File: src/rtl/serial_addsub_unit.sv
// Bit-serial add/subtract engine with a valid/ready handshake on both sides.
// One operand bit is processed per clock, LSB first. The result and flags are
// held until the initiator consumes them.
module serial_addsub_unit #(
    parameter int unsigned WIDTH = 8
) (
    input  logic             clk,
    input  logic             rst,
    input  logic             in_valid,
    output logic             in_ready,
    input  logic [WIDTH-1:0] operandA,
    input  logic [WIDTH-1:0] operandB,
    input  logic             select,
    output logic             out_valid,
    input  logic             out_ready,
    output logic [WIDTH-1:0] result,
    output logic             carryOut,
    output logic             overflow,
    output logic             zero
);

    localparam int unsigned CntW = (WIDTH > 1) ? $clog2(WIDTH) : 1;
    localparam logic [CntW-1:0] LastBit = CntW'(WIDTH - 1);

    typedef enum logic [1:0] {StIdle, StBusy, StDone} stateT;

    stateT            stateQ, stateD;
    logic [WIDTH-1:0] shiftAQ, shiftAD;
    logic [WIDTH-1:0] shiftBQ, shiftBD;
    logic [WIDTH-1:0] resultQ, resultD;
    logic [CntW-1:0]  countQ, countD;
    logic             carryQ, carryD;
    logic             carryOutQ, carryOutD;
    logic             overflowQ, overflowD;
    logic             zeroQ, zeroD;
    logic             sumBit;
    logic             carryNext;

    // State register and datapath registers; reset aborts any operation in flight.
    always_ff @(posedge clk or posedge rst) begin
        if (rst) begin
            stateQ    <= StIdle;
            shiftAQ   <= '0;
            shiftBQ   <= '0;
            resultQ   <= '0;
            countQ    <= '0;
            carryQ    <= 1'b0;
            carryOutQ <= 1'b0;
            overflowQ <= 1'b0;
            zeroQ     <= 1'b0;
        end else begin
            stateQ    <= stateD;
            shiftAQ   <= shiftAD;
            shiftBQ   <= shiftBD;
            resultQ   <= resultD;
            countQ    <= countD;
            carryQ    <= carryD;
            carryOutQ <= carryOutD;
            overflowQ <= overflowD;
            zeroQ     <= zeroD;
        end
    end

    // Next-state logic: accept, one full-adder step per BUSY cycle, hold in DONE.
    always_comb begin
        stateD    = stateQ;
        shiftAD   = shiftAQ;
        shiftBD   = shiftBQ;
        resultD   = resultQ;
        countD    = countQ;
        carryD    = carryQ;
        carryOutD = carryOutQ;
        overflowD = overflowQ;
        zeroD     = zeroQ;

        sumBit    = shiftAQ[0] ^ shiftBQ[0] ^ carryQ;
        carryNext = (shiftAQ[0] & shiftBQ[0]) | (shiftAQ[0] & carryQ) | (shiftBQ[0] & carryQ);

        unique case (stateQ)
            StIdle: begin
                if (in_valid) begin
                    stateD  = StBusy;
                    shiftAD = operandA;
                    // Subtract as A + ~B + 1: invert B here, seed the carry with 1.
                    shiftBD = operandB ^ {WIDTH{select}};
                    carryD  = select;
                    resultD = '0;
                    countD  = '0;
                end
            end
            StBusy: begin
                resultD = {sumBit, resultQ[WIDTH-1:1]};
                shiftAD = shiftAQ >> 1;
                shiftBD = shiftBQ >> 1;
                carryD  = carryNext;
                countD  = countQ + CntW'(1);
                if (countQ == LastBit) begin
                    stateD    = StDone;
                    carryOutD = carryNext;
                    // carryQ is the carry into the MSB on this last step.
                    overflowD = carryQ ^ carryNext;
                    zeroD     = (resultD == '0);
                end
            end
            StDone: begin
                if (out_ready) begin
                    stateD = StIdle;
                end
            end
            default: stateD = StIdle;
        endcase
    end

    assign in_ready  = (stateQ == StIdle);
    assign out_valid = (stateQ == StDone);
    assign result    = resultQ;
    assign carryOut  = carryOutQ;
    assign overflow  = overflowQ;
    assign zero      = zeroQ;

endmodule

File: config.mk
export PLATFORM = sky130hd
export DESIGN_NAME = serial_addsub_unit
export DESIGN_NICKNAME = d
export VERILOG_FILES = /design/src/rtl/serial_addsub_unit.sv
export SDC_FILE = /design/constraint.sdc
export NUM_CORES = 1
export LEC_CHECK = 0
export CAP_MARGIN = 40
export CELL_PAD_IN_SITES_DETAIL_PLACEMENT = 1
export CELL_PAD_IN_SITES_GLOBAL_PLACEMENT = 1
export CORE_MARGIN = 2
export CORE_UTILIZATION = 42
export DETAILED_ROUTE_END_ITERATION = 12
export PLACE_DENSITY_LB_ADDON = 0.1
export SKIP_CTS_REPAIR_TIMING = 1
export SYNTH_ARGS = -nofsm -noshare
export SYNTH_HDL_FRONTEND = slang
export SYNTH_SLANG_ARGS = --single-unit
File: constraint.sdc
create_clock -name clk -period 4 [get_ports clk]
set_input_delay 0.6 -clock clk [delete_from_list [all_inputs] [get_ports clk]]
set_output_delay 0.6 -clock clk [all_outputs]
set_load 0.01 [all_outputs]
==> run metrics <==
sequential-to-total area share from yosys stat=0.520; FF-to-FF path depth=3; async set or reset register ratio after synthesis=1.00; Worst Setup EP=out_valid; Chip Width=between 60 and 70 µm; drt pass-1 iters=4; Hold Crit Class=reg2reg; Worst R2R Setup Slack=between 2 and 2.5 ns; fmax=just over 400 MHz; total power=around 1.3 mW; Core Box Area=3660 µm²; RSZ-0062 raised after global routing=false; Leak=~0.9 nW; I/O pin cnt=34; Die H=roughly 66 µm; Netlist Area Pre-Place=around 1600 µm²; area delta synth->final=25.7%; WS Path Type=reg2out; NumNets Final=197; CP Launch Type=register; final wirelength=roughly 3500 µm; Avg Cell Area, Syn=~11 µm²; Synth Flop Type=dfrtp_1; Max Slew Vio Count=0; 1st-iter DRT viols=36; via count=approximately 1200; per-cell routed wire length=15.9 µm; library cells used by synthesis=31; Final Hold Vio Count=0; vias in the first global route=between 1000 and 1500; FF-to-FF End=carryQ$_DFFE_PP0P_; WP data arrival=around 1.9 ns; Post-synth EDFFs=0; CTS Buffer Depth=2; Starting Density=0.434; layout cells sized above 1=0.0578; ant diodes=0; CP Capture Type=output pin; Synth Net Count=166; power per cell area=slightly below 700 nW/µm²; total congestion overflow=0; setup TNS=0 ns; Setup crit start=stateQ[0]$_DFFE_PP0P_; Area after DPL=1910 µm²; Yosys reg bits=33; input/output buffers=33; Routed Antenna Nets=0; most instantiated library cell after synthesis=dfrtp_1; Tightest Pin Transition=0.854 ns; Yosys top cell by area=dfrtp_1; Max FO, Critical Path=27; row count=22; Ys Warns=0; CTS tree=built; Synth top cells by count=33 x dfrtp_1, 15 x nand2_1, 12 x o21ai_0, 10 x a22o_1, 10 x inv_1; clk_skew=approximately 0.0054 ns; VDD IR max=338 µV; CTS H-tree lvls=2; fin crit period=approximately 2.5 ns; Clock Pin Slew Worst Setup and Hold Paths=about 0.060 ns; routed vias/inst=between 5 and 6; total track usage=0.182; DP HPWL=2410 µm; die area=4290 µm²; max-cap violations=0; Placer Congestion=roughly 0.73; Final Cycle Share=0.618; final instance area=approximately 2000 µm²; cts bufs inserted=5; final-report setup violation count=0; first-pass GRT wire length=between 5000 and 6000 µm; status=complete, no violations; Worst Path Required=approximately 3.4 ns; slew margin rel.=0.430; reg2reg start=stateQ[0]$_DFFE_PP0P_; CTS sink count=33; CTS root buffer=clkbuf_8; Syn Inst Count=between 100 and 150; share of the synthesized area in the top cell type=0.520; Clock Latency Late Sink=between 0.2 and 0.3 ns; initial antenna violation count=0; top post-synthesis cells by area=dfrtp_1 52%, a22o_1 5.5%, and3b_1 5.0%, xor2_1 3.9%, o21ai_0 3.8%; DRC viols=0; largest net degree at the start of global routing=34
## per-layer routing
layer	routed length (µm)	global-route usage	vias to the layer above	share of wire
met5	0	0	-	0
met4	65	0.0859	0	0.019
met3	105	0.0377	5	0.030
met2	1700	0.286	18	0.48
met1	1640	0.241	594	0.47
li1	-	-	563	-
## flip-flops by register name (all words and copies together) (netlist names), 2 cells and up
register and flops:
countQ 3, result 8, stateQ 2, shiftAQ 8, shiftBQ 8
## through the flow
step                 util  worst slack (ns)  cells  hold slack [ns]
floorplan               -              2.57    142            0.443
global placement    0.522              1.71    214            0.463
detailed placement  0.522              1.61    214            0.478
CTS                 0.545              1.52    221            0.492
global route        0.545              1.40    221            0.520
finish              0.545              1.53    221            0.486
## critical path: stages, from the launching register on
cell and delay (ns):
dfrtp_1 0.90, nor2b_1 0.16, clkdlybuf4s50_1 0.53
## where the power goes
group          total [mW]  internal, mW  switching [mW]
Combinational       0.509         0.279           0.230
Clock               0.248         0.136           0.112
Sequential          0.588         0.465           0.124
## logic make-up (layout without fill, tap and decap cells)
logic type | Yosys count | after routing | share of synthesized area
AO/OA/AOI/OAI | 40 | 40 | 0.183
AND/OR/NAND/NOR | 36 | 36 | 0.142
flip-flops | 33 | 33 | 0.520
buffers and inverters | 20 | 51 | 0.0717
XOR/XNOR | 9 | 9 | 0.0496
adder cells (fa/ha/maj) | 3 | 3 | 0.0283
multiplexers | 1 | 1 | 0.00630
## final cells by class
type / count / area (µm²)
clock buffers: 7 / 86.3
multi-input cells: 89 / 649
fillers: 405 / 1660
inverters: 10 / 37.5
repair buffers: 34 / 338
flip-flops and latches: 33 / 826
well taps: 48 / 60.1
## worst min path at each step
stage,slack (ns),from,to,depth (start not counted)
final,0.49,carryOut$_DFFE_PP0P_,carryOut$_DFFE_PP0P_,2
after global routing,0.52,shiftAQ[6]$_DFFE_PP0P_,shiftAQ[6]$_DFFE_PP0P_,2
after CTS,0.49,shiftAQ[6]$_DFFE_PP0P_,shiftAQ[6]$_DFFE_PP0P_,2
after detailed placement,0.48,shiftAQ[6]$_DFFE_PP0P_,shiftAQ[6]$_DFFE_PP0P_,2
after global placement,0.46,shiftAQ[5]$_DFFE_PP0P_,shiftAQ[5]$_DFFE_PP0P_,2
after floorplan,0.44,shiftBQ[7]$_DFFE_PP0P_,shiftBQ[7]$_DFFE_PP0P_,2
## cell usage in the layout, fill, tap and decap left out, drive strengths merged
| cell | netlist | routed |
|---|---|---|
| a221o | 2 | 2 |
| nor2b | 2 | 2 |
| o21bai | 1 | 1 |
| nand3b | 2 | 2 |
| a222oi | 4 | 4 |
| dfrtp | 33 | 33 |
| ha | 2 | 2 |
| nor2 | 2 | 2 |
| o22a | 1 | 1 |
| inv | 10 | 10 |
| xor2 | 7 | 7 |
| and3b | 9 | 9 |
| nor3b | 2 | 2 |
| a22o | 10 | 10 |
| xnor2 | 2 | 2 |
| o21ai | 12 | 12 |
| nand2b | 2 | 2 |
| clkbuf | 1 | 7 |
| o221ai | 1 | 1 |
| o22ai | 1 | 1 |
| nand2 | 15 | 15 |
| clkdlybuf4s50 | 0 | 33 |
| buf | 9 | 1 |
| nor4 | 1 | 1 |
| a21oi | 8 | 8 |
| nor4b | 1 | 1 |
| fa | 1 | 1 |
| mux2i | 1 | 1 |
Note: power is estimated with default switching activity, not from simulation.
